===== src/rtl/aes128_io_pkg.sv =====
// Shared types and sizes for the AES-128 word-stream wrapper.
package aes128_io_pkg;

  localparam int WORDS_PER_BLOCK = 4;
  localparam int WORD_W          = 32;
  localparam int BLOCK_W         = 128;

  typedef enum logic [2:0] {
    ST_IDLE,
    ST_START,
    ST_RUN,
    ST_DRAIN,
    ST_ERR
  } state_e;

  // Element [WORDS_PER_BLOCK-1] occupies bits [127:96] and holds the first word of a block.
  typedef logic [WORDS_PER_BLOCK-1:0][WORD_W-1:0] block_t;

endpackage


===== src/rtl/aes128_word_ser.sv =====
// Serialises one 128-bit result block into four 32-bit words, first word = bits [127:96].
module aes128_word_ser
  import aes128_io_pkg::*;
(
  input  logic              clock,
  input  logic              reset,
  input  logic              load_i,
  input  block_t            block_i,
  input  logic              out_ready_i,
  output logic              out_valid_o,
  output logic [WORD_W-1:0] out_data_o,
  output logic              last_o
);

  block_t      data_q, data_d;
  logic [1:0]  idx_q, idx_d;
  logic        valid_q, valid_d;
  logic        fire;

  assign fire   = valid_q && out_ready_i;
  assign last_o = fire && (idx_q == 2'(WORDS_PER_BLOCK - 1));

  always_comb begin
    data_d  = data_q;
    idx_d   = idx_q;
    valid_d = valid_q;
    if (load_i) begin
      data_d  = block_i;
      idx_d   = 2'd0;
      valid_d = 1'b1;
    end else if (fire) begin
      idx_d = idx_q + 2'd1;
      if (idx_q == 2'(WORDS_PER_BLOCK - 1)) begin
        valid_d = 1'b0;
        idx_d   = 2'd0;
      end
    end
  end

  always_ff @(posedge clock) begin
    if (reset) begin
      data_q  <= '0;
      idx_q   <= 2'd0;
      valid_q <= 1'b0;
    end else begin
      data_q  <= data_d;
      idx_q   <= idx_d;
      valid_q <= valid_d;
    end
  end

  // The selected word only moves on an accepted transfer, so it holds steady under backpressure.
  assign out_valid_o = valid_q && !reset;
  assign out_data_o  = data_q[2'(WORDS_PER_BLOCK - 1) - idx_q];

endmodule


===== src/rtl/aes128_word_io.sv =====
// 32-bit word stream wrapper around an external iterative AES-128 core.
// Optional counters blocks_done/run_cycles are built when AES128_WORD_IO_PERF_EN is defined.
module aes128_word_io
  import aes128_io_pkg::*;
#(
  parameter int DONE_TIMEOUT = 64
) (
  input  logic               clock,
  input  logic               reset,
  input  logic               in_valid,
  output logic               in_ready,
  input  logic [WORD_W-1:0]  in_data,
  input  logic [BLOCK_W-1:0] key_in,
  output logic               out_valid,
  input  logic               out_ready,
  output logic [WORD_W-1:0]  out_data,
  output logic               core_reset,
  output logic               core_ce,
  output logic [BLOCK_W-1:0] core_data_in,
  output logic [BLOCK_W-1:0] core_key,
  input  logic [BLOCK_W-1:0] core_data_out,
  input  logic               core_done,
  output logic               err
`ifdef AES128_WORD_IO_PERF_EN
  ,
  output logic [31:0]        blocks_done,
  output logic [7:0]         run_cycles
`endif
);

  localparam int TW = $clog2(DONE_TIMEOUT + 1);

  state_e             state_q, state_d;
  block_t             buf_q, buf_d;
  logic [2:0]         count_q, count_d;
  logic [TW-1:0]      timer_q, timer_d;
  logic [BLOCK_W-1:0] core_data_q, core_key_q;
  logic               in_fire, launch, ser_load, ser_last, ser_valid;

  assign in_ready = !reset && (count_q < 3'(WORDS_PER_BLOCK)) && (state_q != ST_ERR);
  assign in_fire  = in_valid && in_ready;

  // Input buffer runs independently of the FSM; a launch clears it before any same-cycle write.
  always_comb begin
    buf_d   = buf_q;
    count_d = count_q;
    if (launch) begin
      count_d = 3'd0;
    end
    if (in_fire) begin
      buf_d[2'(WORDS_PER_BLOCK - 1) - count_d[1:0]] = in_data;
      count_d = count_d + 3'd1;
    end
  end

  always_comb begin
    state_d  = state_q;
    timer_d  = timer_q;
    launch   = 1'b0;
    ser_load = 1'b0;
    unique case (state_q)
      ST_IDLE: begin
        if (count_q == 3'(WORDS_PER_BLOCK)) begin
          launch  = 1'b1;
          state_d = ST_START;
        end
      end
      ST_START: begin
        timer_d = '0;
        state_d = ST_RUN;
      end
      ST_RUN: begin
        // core_done takes priority over the timeout on the final allowed cycle.
        if (core_done) begin
          ser_load = 1'b1;
          state_d  = ST_DRAIN;
        end else begin
          timer_d = timer_q + TW'(1);
          if (timer_d == TW'(DONE_TIMEOUT)) begin
            state_d = ST_ERR;
          end
        end
      end
      ST_DRAIN: begin
        if (ser_last) begin
          state_d = ST_IDLE;
        end
      end
      ST_ERR: begin
        state_d = ST_ERR;
      end
      default: begin
        state_d = ST_IDLE;
      end
    endcase
  end

  always_ff @(posedge clock) begin
    if (reset) begin
      state_q     <= ST_IDLE;
      buf_q       <= '0;
      count_q     <= 3'd0;
      timer_q     <= '0;
      core_data_q <= '0;
      core_key_q  <= '0;
    end else begin
      state_q <= state_d;
      buf_q   <= buf_d;
      count_q <= count_d;
      timer_q <= timer_d;
      if (launch) begin
        core_data_q <= buf_q;
        core_key_q  <= key_in;
      end
    end
  end

  assign core_reset   = reset || (state_q == ST_START);
  assign core_ce      = !reset && ((state_q == ST_START) || (state_q == ST_RUN));
  assign core_data_in = core_data_q;
  assign core_key     = core_key_q;
  assign err          = !reset && (state_q == ST_ERR);

  aes128_word_ser u_ser (
    .clock       (clock),
    .reset       (reset),
    .load_i      (ser_load),
    .block_i     (core_data_out),
    .out_ready_i (out_ready),
    .out_valid_o (ser_valid),
    .out_data_o  (out_data),
    .last_o      (ser_last)
  );

  assign out_valid = ser_valid;

`ifdef AES128_WORD_IO_PERF_EN
  logic [31:0] blocks_q;
  logic [7:0]  run_q;

  // run_cycles reports the number of RUN cycles of the most recently finished block.
  always_ff @(posedge clock) begin
    if (reset) begin
      blocks_q <= 32'd0;
      run_q    <= 8'd0;
    end else begin
      if (ser_last) begin
        blocks_q <= blocks_q + 32'd1;
      end
      if ((state_q == ST_RUN) && core_done) begin
        run_q <= 8'(timer_q) + 8'd1;
      end
    end
  end

  assign blocks_done = blocks_q;
  assign run_cycles  = run_q;
`endif

endmodule


===== config.mk =====
export PLATFORM = sky130hd
export DESIGN_NAME = aes128_word_io
export DESIGN_NICKNAME = d
export VERILOG_FILES = /design/src/rtl/aes128_io_pkg.sv /design/src/rtl/aes128_word_ser.sv /design/src/rtl/aes128_word_io.sv
export SDC_FILE = /design/constraint.sdc
export NUM_CORES = 1
export LEC_CHECK = 0
export ABC_AREA = 0
export CAP_MARGIN = 0
export CORE_AREA = 2 2 230 232
export CTS_BUF_LIST = sky130_fd_sc_hd__clkbuf_4 sky130_fd_sc_hd__clkbuf_8 sky130_fd_sc_hd__clkbuf_16
export CTS_CLUSTER_DIAMETER = 100
export CTS_CLUSTER_SIZE = 8
export DETAILED_ROUTE_END_ITERATION = 7
export DIE_AREA = 0 0 232 234
export GPL_ROUTABILITY_DRIVEN = 0
export PLACE_DENSITY = 0.73
export RECOVER_POWER = 25
export SYNTH_ARGS = -nofsm -noshare
export SYNTH_HDL_FRONTEND = slang
export SYNTH_HIERARCHICAL = 1
export SYNTH_SLANG_ARGS = --single-unit

===== constraint.sdc =====
create_clock -name clock -period 3 [get_ports clock]
set_input_delay 0.75 -clock clock [delete_from_list [all_inputs] [get_ports clock]]
set_output_delay 0.75 -clock clock [all_outputs]
set_load 0.03 [all_outputs]

==> metrics.yaml <==
status: "finished clean"
ys_warn_count: 6
maxSlewViolCount: 0
syn2layout_area_growth_pct: 42.8
path_class: "reg2out"
post-place-ws_ps: 375
fillCellCount: 4635
htreeDepth: 3
antenna_found_initial: 2
synth_xor_area_share_pct: 0.0451
track_usage_pct: 21.6
nNetsFinal: 3074
grt_pass1_wl_um: 91800
final.period_utilization_pct: 96.5
maxCapViolCount: 0
cts_max_path_buffers: 3
final_util_pct: 53.3
rsz0062_at_grt: "false"
ant_nets: 0
numCtsBuffers: 76
synthMuxAreaShare_pct: 10.4
total_power_mw: 15.7
end_kind: "output port"
vdd_ir_drop_max_mv: 0.403
worst_path_dominant_cell_family: "multiplexers"
post_synth.cell_area_avg_um2: 8.62
hp-class: "in2reg"
worstPathArrival_ps: 2150
syn-cell-area_um2: 19400
worstPathRequired_ps: 2250
die_area_um2: 54300
yosys.area_share.simple_pct: 19.3
grt_pass1_vias: 16600
fin_ws_ps: 104
drive_above_1_share_pct: 6.76
cpMaxStageDelayCell: "mux4_2"
grt_max_degree: 235
path_cells: "buf_4 > mux4_2 > buf_12"
finalSetupViolations: 0
clock_latency_ps: 620
start_kind: "register"
power_density_nw_per_um2: 567
clockRootBuffer: "clkbuf_16"
netlist_top_cells_area: "dfxtp_1, nand2_1, a21oi_1"
rows: 84
hold_viol: 0
critPathMaxFanout: 17
hpwl_um: 43800
ys_ff_latch: 528
synth_compound_area_share_pct: 11.0
netlist_instances: 2252
synthAdderAreaFrac_pct: 0.451
yosysUniqueCellTypes: 45
drt-wirelength-per-cell_um: 17.9
io_pins: 586
ys_seq_area_share_pct: 54.4
cts_tree: "yes"
leakage_nw: 9.30
fin_skew_ps: 48.2
post_cts_buffers: 0
max_stage_delay_ps: 610
synth-edff-count: 0
drcViolationCount: 0
core-area_um2: 52000
syn_nets: 2552
vias: 17500
grt_overflow: 0
drtIter0Drc: 1106
fin_setup_tns_ps: 0
port_buffers: 585
final.min_clock_period_ps: 2900
crit_buf_inv: 2
timing.fmax_mhz: 345
die_w_um: 232
drt_pre_antenna_iters: 6
holdWs_ps: 409
avgViaCountPerCell: 5.03
synth_top_family_by_area: "simple AND/OR/NAND/NOR gates"
die_h_um: 234
drt-total-wl_um: 62100
synth.top_cell.area_share_pct: 54.4
synth-async-reset-ratio_pct: 0
cts.sinks: 528
clkTransAtPathRegs_ps: 50
worst_pin_slew_ps: 1070
start_util_pct: 37.3
slew-limit-headroom_pct: 28.4
yosysTopAreaCell: "dfxtp_1"
synthFlopType: "dfxtp_1"
## sequential cells by signal (all words and copies together), names as in the netlist
name           cells
count_q            3
core_data_in     128
u_ser/data_q     128
timer_q            7
u_ser/valid_q      1
buf_q            128
u_ser/idx_q        2
state_q            3
core_key         128
## cell usage after synthesis (2+ instances only)
library cell	count
a211oi_1	2
a21bo_2	2
a21o_1	2
a21oi_1	396
a31oi_1	3
and2_1	2
and3_1	2
and4_1	4
buf_1	3
buf_2	50
buf_4	2
buf_6	14
clkbuf_1	106
dfxtp_1	528
ha_1	7
inv_1	3
mux2i_1	129
mux4_1	3
mux4_2	29
nand2_1	773
nand3_1	7
nand3b_1	3
nand4_1	4
nor2_1	142
nor2b_1	3
nor3_1	5
nor3b_1	2
nor4b_1	2
o21ai_0	5
o31a_1	2
or3b_1	2
or4b_1	2
## placed cells by master, fill, tap and decap left out, types with 7 or more instances in the layout
| cell | instances |
|---|---|
| ha_1 | 7 |
| clkdlybuf4s50_1 | 547 |
| buf_4 | 39 |
| buf_12 | 12 |
| clkbuf_2 | 9 |
| a21oi_1 | 396 |
| clkbuf_16 | 76 |
| mux2i_1 | 129 |
| nand2_1 | 773 |
| nor2_1 | 142 |
| dfxtp_1 | 524 |
| nand3_1 | 7 |
| mux4_2 | 29 |
## cell type report
cell class	instances	area, µm²	share of cell area [%]
timing repair buffer	619	6160	22.2
sequential	528	10600	38.1
inverter	3	11.3	0.0406
tap	688	861	3.10
clock buffer	78	1920	6.94
clock inverter	8	186	0.672
antenna	1	2.50	0.00903
multi-input combinational	1546	8010	28.9
## repair_timing
item | CTS | global route
gates resized for setup | 6 | 3
pin swaps | 0 | 0
hold buffers | 0 | 0
endpoints found under the setup margin | 4 | 3
## power breakdown
group          internal, mW  switching [mW]
clock network          4.57            3.10
logic                 0.493           0.408
registers              7.11          0.0482
## per-stage QoR
stage / instances / cell area (µm²)
2_1_floorplan: 2252 / 19400
3_3_place_gp: 3384 / 25700
3_5_place_dp: 3384 / 25700
4_1_cts: 3470 / 27800
5_1_grt: 3471 / 27700
6_report: 3471 / 27700
## layer usage
metal	track usage (%)	routed length [µm]	vias to the layer above
met5	0	13	-
met4	9.03	1840	2
met3	6.46	5710	116
met2	36.9	30800	739
met1	25.2	23700	8192
li1	-	-	8413
## path summary, 6_finish.rpt
kind	cells past startpoint	slack, ps	endpoint	start
max	3	100	out_data[14]	u_ser/idx_q[0]
min	2	410	core_data_in[122]	reset
max reg2reg	7	430	core_key[24]	count_q[0]
min reg2reg	2	420	core_data_in[1]	buf_q[1]
## logic make-up after synthesis
kind of cell             Yosys count
AND/OR/NAND/NOR                  960
flip-flops                       528
AO/OA/AOI/OAI                    417
buffers and inverters            178
multiplexers                     161
adder cells (fa/ha/maj)            7
XOR/XNOR                           1
## worst reg2reg max path, stage by stage (launching register included)
cell and delay (ps):
dfxtp_1 340, inv_1 120, ha_1 160, nand2_1 110, or4_1 620, clkbuf_2 660, nand2_1 310, a21oi_1 90
(Power assumes the default switching activity.)
